`config.mk`:
```
export PLATFORM = sky130hd
export DESIGN_NAME = seven_seg_scan
export DESIGN_NICKNAME = d
export VERILOG_FILES = /design/src/rtl/seven_seg_scan.sv
export SDC_FILE = /design/constraint.sdc
export NUM_CORES = 1
export LEC_CHECK = 0
export BUFFER_PORTS_ARGS = -buffer_cell sky130_fd_sc_hd__clkbuf_2
export CORE_UTILIZATION = 50
export CTS_BUF_LIST = sky130_fd_sc_hd__clkbuf_4 sky130_fd_sc_hd__clkbuf_8
export CTS_CLUSTER_SIZE = 14
export DETAILED_ROUTE_END_ITERATION = 8
export PLACE_DENSITY_LB_ADDON = 0.05
export SLEW_MARGIN = 25
export SYNTH_ARGS = -nofsm -noshare
export SYNTH_HDL_FRONTEND = slang
export SYNTH_SLANG_ARGS = --single-unit
```
`constraint.sdc`:
```
create_clock -name clk -period 1.61 [get_ports clk]
set_input_delay 0.4025 -clock clk [delete_from_list [all_inputs] [get_ports clk]]
set_output_delay 0.4025 -clock clk [all_outputs]
set_load 0.005 [all_outputs]
```
`src/rtl/seven_seg_scan.sv`:
```
// Binary-to-BCD converter (double dabble) driving a multiplexed active-low seven-segment display.
// Conversion takes WIDTH+1 clocks after load; seg/an are registered and change only at scan-slot boundaries.
// load is ignored while busy; optional leading-zero blanking when SEVEN_SEG_LZ_BLANK_EN is defined.
module seven_seg_scan #(
  parameter int WIDTH    = 8,
  parameter int DIGITS   = 3,
  parameter int SCAN_DIV = 4
) (
  input  logic              clk,
  input  logic              rst,
  input  logic              load,
  input  logic [WIDTH-1:0]  value,
  output logic              busy,
  output logic              overflow,
  output logic [6:0]        seg,
  output logic [DIGITS-1:0] an
);

  // Decimal digits needed to hold 2^w-1.
  function automatic int num_digits(input int w);
    int v;
    int n;
    v = (1 << w) - 1;
    n = 0;
    for (int i = 0; i < 6; i++) begin
      if (v > 0) begin
        n++;
        v = v / 10;
      end
    end
    return n;
  endfunction

  localparam int NB  = num_digits(WIDTH);
  // Accumulator covers both the full input range and every displayed position.
  localparam int ACC = (NB > DIGITS) ? NB : DIGITS;
  localparam int CW  = $clog2(WIDTH + 1);
  localparam int IW  = (DIGITS > 1) ? $clog2(DIGITS) : 1;
  localparam int DW  = (SCAN_DIV > 1) ? $clog2(SCAN_DIV) : 1;

  localparam logic [6:0] GLYPH_DASH  = 7'b1111110;
  localparam logic [6:0] GLYPH_BLANK = 7'b1111111;

  function automatic logic [6:0] glyph(input logic [3:0] d);
    case (d)
      4'd0:    glyph = 7'b0000001;
      4'd1:    glyph = 7'b1001111;
      4'd2:    glyph = 7'b0010010;
      4'd3:    glyph = 7'b0000110;
      4'd4:    glyph = 7'b1001100;
      4'd5:    glyph = 7'b0100100;
      4'd6:    glyph = 7'b0100000;
      4'd7:    glyph = 7'b0001111;
      4'd8:    glyph = 7'b0000000;
      4'd9:    glyph = 7'b0001100;
      default: glyph = GLYPH_BLANK;
    endcase
  endfunction

  typedef enum logic [1:0] {IDLE, SHIFT, COMMIT} state_t;

  state_t              state, state_nxt;
  logic [CW-1:0]       cnt;
  logic [WIDTH-1:0]    sh;
  logic [ACC*4-1:0]    bcd, bcd_adj;
  logic                ovf_calc;
  logic [DIGITS*4-1:0] disp;
  logic                disp_ovf;
  logic [DW-1:0]       div;
  logic [IW-1:0]       idx;
  logic [3:0]          cur_dig;
  logic [6:0]          seg_nxt;
  logic [DIGITS-1:0]   an_nxt;

  // Conversion state register.
  always_ff @(posedge clk or posedge rst) begin
    if (rst) state <= IDLE;
    else     state <= state_nxt;
  end

  // Next-state and busy decode.
  always_comb begin
    state_nxt = state;
    busy      = 1'b0;
    case (state)
      IDLE:   if (load) state_nxt = SHIFT;
      SHIFT: begin
        busy = 1'b1;
        if (cnt == CW'(WIDTH - 1)) state_nxt = COMMIT;
      end
      COMMIT: begin
        busy      = 1'b1;
        state_nxt = IDLE;
      end
      default: state_nxt = IDLE;
    endcase
  end

  // Add 3 to every BCD digit of 5 or more before the next shift.
  always_comb begin
    bcd_adj = bcd;
    for (int i = 0; i < ACC; i++) begin
      if (bcd[4*i +: 4] >= 4'd5) bcd_adj[4*i +: 4] = bcd[4*i +: 4] + 4'd3;
    end
  end

  // Overflow when any digit beyond the displayed ones is nonzero.
  always_comb begin
    ovf_calc = 1'b0;
    for (int i = DIGITS; i < ACC; i++) begin
      if (bcd[4*i +: 4] != 4'd0) ovf_calc = 1'b1;
    end
  end

  // Conversion datapath; the display register only changes in COMMIT.
  always_ff @(posedge clk or posedge rst) begin
    if (rst) begin
      sh       <= '0;
      cnt      <= '0;
      bcd      <= '0;
      disp     <= '0;
      disp_ovf <= 1'b0;
    end else begin
      case (state)
        IDLE: begin
          if (load) begin
            sh  <= value;
            bcd <= '0;
            cnt <= '0;
          end
        end
        SHIFT: begin
          sh  <= {sh[WIDTH-2:0], 1'b0};
          bcd <= {bcd_adj[ACC*4-2:0], sh[WIDTH-1]};
          cnt <= cnt + 1'b1;
        end
        COMMIT: begin
          disp     <= bcd[DIGITS*4-1:0];
          disp_ovf <= ovf_calc;
        end
        default: ;
      endcase
    end
  end

  assign overflow = disp_ovf;

`ifdef SEVEN_SEG_LZ_BLANK_EN
  logic [DIGITS-1:0] lead_zero;
  logic              zero_above;

  // lead_zero[i] is set when digit i and every digit above it are zero.
  always_comb begin
    lead_zero  = '0;
    zero_above = 1'b1;
    for (int i = DIGITS - 1; i >= 0; i--) begin
      zero_above   = zero_above & (disp[4*i +: 4] == 4'd0);
      lead_zero[i] = zero_above;
    end
  end
`endif

  // Glyph and digit enable for the slot about to start.
  always_comb begin
    cur_dig = 4'd0;
    an_nxt  = '1;
    for (int i = 0; i < DIGITS; i++) begin
      if (idx == IW'(i)) begin
        cur_dig   = disp[4*i +: 4];
        an_nxt[i] = 1'b0;
      end
    end
    if (disp_ovf) begin
      seg_nxt = GLYPH_DASH;
    end else begin
      seg_nxt = glyph(cur_dig);
`ifdef SEVEN_SEG_LZ_BLANK_EN
      for (int i = 1; i < DIGITS; i++) begin
        if (idx == IW'(i) && lead_zero[i]) seg_nxt = GLYPH_BLANK;
      end
`endif
    end
  end

  // Free-running scan: seg/an load together at each slot boundary.
  always_ff @(posedge clk or posedge rst) begin
    if (rst) begin
      div <= '0;
      idx <= '0;
      seg <= GLYPH_BLANK;
      an  <= '1;
    end else begin
      if (div == '0) begin
        seg <= seg_nxt;
        an  <= an_nxt;
      end
      if (div == DW'(SCAN_DIV - 1)) begin
        div <= '0;
        idx <= (idx == IW'(DIGITS - 1)) ? '0 : idx + 1'b1;
      end else begin
        div <= div + 1'b1;
      end
    end
  end

endmodule

```
==> metrics.txt <==
# TYPE chip_impl_metric gauge
chip_impl_metric{name="combinational_fraction_of_design_power",unit="%"} 42.3
chip_impl_metric{name="period_minus_slack",unit="ps"} 1650
chip_impl_metric{name="post_synth_inst_count",unit=""} 250
chip_impl_metric{name="cap_violations",unit=""} 0
chip_impl_metric{name="track_usage",unit="%"} 18.5
chip_impl_metric{name="cts.reportedPaths.clkPinSlew",unit="ps"} 90
chip_impl_metric{name="share_clk_of_total_power",unit="%"} 16.7
chip_impl_metric{name="wire_per_inst",unit="um"} 12.5
chip_impl_metric{name="first_global_vias",unit=""} 1714
chip_impl_info{name="timing_worst_setup_path_type",value="flip-flop to flip-flop"} 1
chip_impl_metric{name="drt-initial-drc-count",unit=""} 34
chip_impl_metric{name="initial_core_util",unit="%"} 53.7
chip_impl_metric{name="switching_share",unit="%"} 35.4
chip_impl_metric{name="tritoncts_num_sinks",unit=""} 52
chip_impl_info{name="slowest_cell_on_the_critical_path",value="dfrtp_2"} 1
chip_impl_metric{name="leakage",unit="uW"} 0.00144
chip_impl_metric{name="cts-buffers-inserted",unit=""} 5
chip_impl_metric{name="synthesis.area",unit="um2"} 2620
chip_impl_metric{name="crit_arrival",unit="ps"} 1890
chip_impl_metric{name="io_buffers",unit=""} 21
chip_impl_metric{name="critical-path-max-stage-delay",unit="ps"} 460
chip_impl_metric{name="design.final.nets",unit=""} 315
chip_impl_metric{name="grt_overflow_total",unit=""} 0
chip_impl_metric{name="post-route-drc-count",unit=""} 0
chip_impl_metric{name="total_power",unit="uW"} 4420
chip_impl_metric{name="pin_count_of_the_biggest_net_entering_global_routing",unit=""} 35
chip_impl_metric{name="synth_enable_flop_cells",unit=""} 0
chip_impl_metric{name="vias",unit=""} 1863
chip_impl_metric{name="crit_path_max_fo",unit=""} 5
chip_impl_info{name="timing.critical_path.from_type",value="flip-flop"} 1
chip_impl_metric{name="final.hold.worst_slack",unit="ps"} 76.2
chip_impl_metric{name="fmax",unit="GHz"} 0.604
chip_impl_metric{name="clock_path_buffers",unit=""} 2
chip_impl_metric{name="p_seq_share",unit="%"} 41.0
chip_impl_metric{name="areaGrowthSynthToFinish",unit="%"} 20.8
chip_impl_metric{name="viasPerCell",unit=""} 5.22
chip_impl_metric{name="vdd_ir_drop_max",unit="uV"} 768
chip_impl_metric{name="number_of_detailed_route_iterations_in_the_first_pass",unit=""} 4
chip_impl_metric{name="synth_warnings",unit=""} 0
chip_impl_metric{name="fp.dieArea",unit="um2"} 5530
chip_impl_info{name="ys_top_cells_by_area",value="dfrtp_1 40%, dfstp_2 10%, ha_1 7.2%"} 1
chip_impl_metric{name="ys_async_rst_share",unit="%"} 100
chip_impl_metric{name="grt_first_pass_wirelength",unit="mm"} 7.81
chip_impl_metric{name="syn_avg_cell_area",unit="um2"} 10.5
chip_impl_metric{name="finalSetupTns",unit="ps"} -45.6
chip_impl_metric{name="cts.htree.levels",unit=""} 2
chip_impl_metric{name="final.setup.worst_slack",unit="ps"} -44.5
chip_impl_metric{name="power.density",unit="nW/um2"} 1400
chip_impl_metric{name="grt_antenna_before_repair",unit=""} 0
chip_impl_metric{name="boundaryPins",unit=""} 23
chip_impl_metric{name="ys_seq_elements",unit=""} 52
chip_impl_info{name="synth_top_cell_by_area",value="dfrtp_1"} 1
chip_impl_info{name="min-delay-path-class",value="primary input to asynchronous set/reset pin"} 1
chip_impl_metric{name="instances_no_fill",unit=""} 357
chip_impl_info{name="tritoncts",value="yes"} 1
chip_impl_metric{name="antenna_left",unit=""} 0
chip_impl_metric{name="p_switching",unit="uW"} 1570
chip_impl_info{name="run_status",value="complete, but fails checks"} 1
chip_impl_metric{name="final.setup_skew",unit="ps"} 6.47
chip_impl_info{name="unrepaired_setup_endpoints_after_global_routing",value="yes"} 1
chip_impl_info{name="failed_checks",value="negative setup slack"} 1
chip_impl_metric{name="antenna_cells_inserted",unit=""} 0
chip_impl_metric{name="number_of_buffers_inserted_by_hold_repair_at_cts",unit=""} 0
chip_impl_metric{name="rows",unit=""} 25
chip_impl_metric{name="chipHeight",unit="um"} 74.4
chip_impl_metric{name="cp_data_required_time",unit="ps"} 1850
chip_impl_metric{name="dp_slack",unit="ps"} -33.0
chip_impl_metric{name="final_critical_path_share_of_the_clock_period",unit="%"} 103
chip_impl_info{name="worstSetupEndpointType",value="flip-flop"} 1
chip_impl_metric{name="finalWeightedCongestion",unit=""} 0.832
chip_impl_metric{name="yosysSeqAreaShare",unit="%"} 50.2
chip_impl_info{name="ys_dominant_reg_cell",value="dfrtp_1"} 1
chip_impl_metric{name="post_detail_place_hpwl",unit="mm"} 3.11
chip_impl_metric{name="yosysUniqueCellTypes",unit=""} 40
chip_impl_metric{name="clkLatencyLatePin",unit="ps"} 300
chip_impl_info{name="ordered_cell_list_for_the_critical_path",value="buf_6, mux2i_4, o2bb2ai_4, ha_4, a21oi_2, nor2_1, mux2_4"} 1
chip_impl_metric{name="final_setup_violations",unit=""} 2
chip_impl_metric{name="dpl.cell_count",unit=""} 345
chip_impl_metric{name="drv_slew",unit=""} 0
chip_impl_metric{name="placeableCoreArea",unit="um2"} 4880
chip_impl_metric{name="die_width",unit="um"} 74.4
chip_impl_metric{name="synth_top_area_share",unit="%"} 40.1
chip_impl_metric{name="internal_power",unit="uW"} 2860
chip_impl_info{name="cts_root_buf",value="clkbuf_8"} 1
chip_impl_metric{name="num-fill-cells",unit=""} 393
chip_impl_metric{name="mappedNetlistNets",unit=""} 276
chip_impl_metric{name="drt-total-wl",unit="mm"} 4.45
chip_impl_metric{name="drive_above_1_share",unit="%"} 32.8
chip_impl_metric{name="final_hold_viol_count",unit=""} 0
-- power groups by stage --
stage	clock (uW)	combinational [uW]	sequential (uW)
2_1_floorplan	0	1160	1790
3_3_place_gp	0	1750	1820
3_5_place_dp	0	1760	1830
4_1_cts	768	1810	1810
5_1_grt	812	2100	1860
6_report	738	1870	1810
-- worst max-delay path: cells and delay by family (launching register included) --
family	cells	cell delay, ps
fa+ha+maj	1	220
simple gates	1	60
compound gates	2	280
mux	2	440
buf+inv	1	130
flops	1	460
-- what timing repair did --
item | in CTS | in global routing
resized for setup | 8 | 9
buffers inserted | 1 | 3
pin swaps | 3 | 7
setup endpoints to repair | 2 | 14
-- worst paths after layout --
check / from / end / slack [ps] / depth (start not counted)
setup / recovery: idx[0] / seg[5] / -40 / 7
hold / removal: rst / disp[6] / 80 / 2
setup reg to reg: idx[0] / seg[5] / -40 / 7
hold reg to reg: div[0] / div[0] / 450 / 1
max in group asynchronous: rst / sh[7] / 1050 / 3
min in group clk: value[0] / sh[0] / 340 / 3
-- logic make-up (layout without fill, tap and decap cells) --
group	after synthesis	count (layout)	share of synthesized area [%]
buf+inv	30	70	4.83
simple gates	57	57	9.79
mux	26	26	10.8
other cells	1	1	0.143
xor+xnor	5	5	1.67
compound gates	64	64	15.5
fa+ha+maj	15	15	7.17
flops	52	52	50.2
-- layout make-up --
cell class                 count  area [um2]  area share, %
multi-input combinational    168        1270           40.3
clock buffer                   6        76.3           2.41
tap                           67        83.8           2.65
sequential                    52        1320           41.6
timing repair buffer          44         332           10.5
inverter                      18        71.3           2.25
clock inverter                 2        12.5          0.395
-- flip-flops by register name (all words and copies together) (netlist names) --
| name | flops |
|---|---|
| idx | 2 |
| div | 2 |
| seg | 7 |
| cnt | 4 |
| state | 2 |
| bcd | 12 |
| sh | 8 |
| an | 3 |
| disp | 12 |
-- cells in the mapped netlist (3+ instances only) --
cell type	instances
nand3_1	3
nor2_1	11
a21oi_1	12
xnor2_1	3
mux2i_1	11
nand2b_1	4
o21ai_1	4
o21ai_0	30
clkbuf_1	7
nand2_1	29
mux2_2	14
ha_1	15
dfrtp_1	42
nor3_1	4
dfstp_2	10
inv_1	18
o22ai_1	3
-- routing by layer --
layer	share of wire [%]	routed length, um	GRT usage (%)
met5	0	0	0
met4	1.4	62	5.66
met3	3.3	146	4.07
met2	47	2100	30.7
met1	48	2140	24.1
-- metrics by stage --
step           area [um2]  utilization [%]
2_1_floorplan        2630                -
4_1_cts              3100             63.5
3_3_place_gp         2950             60.4
5_1_grt              3160             64.8
3_5_place_dp         2950             60.4
6_report             3160             64.8
-- cells in the final DEF, fill, tap and decap left out, types with 2 or more instances in the layout --
| master | synthesis | final |
|---|---|---|
| dfstp_2 | 10 | 10 |
| buf_4 | 1 | 18 |
| xor2_1 | 2 | 2 |
| a21oi_1 | 12 | 9 |
| nor2_1 | 11 | 10 |
| a32o_1 | 2 | 2 |
| a22o_1 | 2 | 2 |
| dfrtp_1 | 42 | 41 |
| o22ai_1 | 3 | 3 |
| mux2i_4 | 0 | 2 |
| inv_1 | 18 | 16 |
| mux2i_1 | 11 | 8 |
| o31ai_1 | 2 | 2 |
| ha_1 | 15 | 14 |
| a21oi_2 | 0 | 3 |
| nand3_1 | 3 | 3 |
| clkbuf_2 | 0 | 21 |
| mux2i_2 | 1 | 2 |
| xnor2_1 | 3 | 3 |
| nand2b_1 | 4 | 3 |
| o21ai_0 | 30 | 30 |
| buf_12 | 0 | 4 |
| o2bb2ai_4 | 1 | 3 |
| o211ai_1 | 2 | 2 |
| nand2_1 | 29 | 29 |
| nor3_1 | 4 | 4 |
| mux2_2 | 14 | 13 |
| clkinvlp_4 | 0 | 2 |
| clkbuf_8 | 0 | 5 |
| o21ai_1 | 4 | 3 |
No activity file was read; power rests on OpenSTA's default activity.
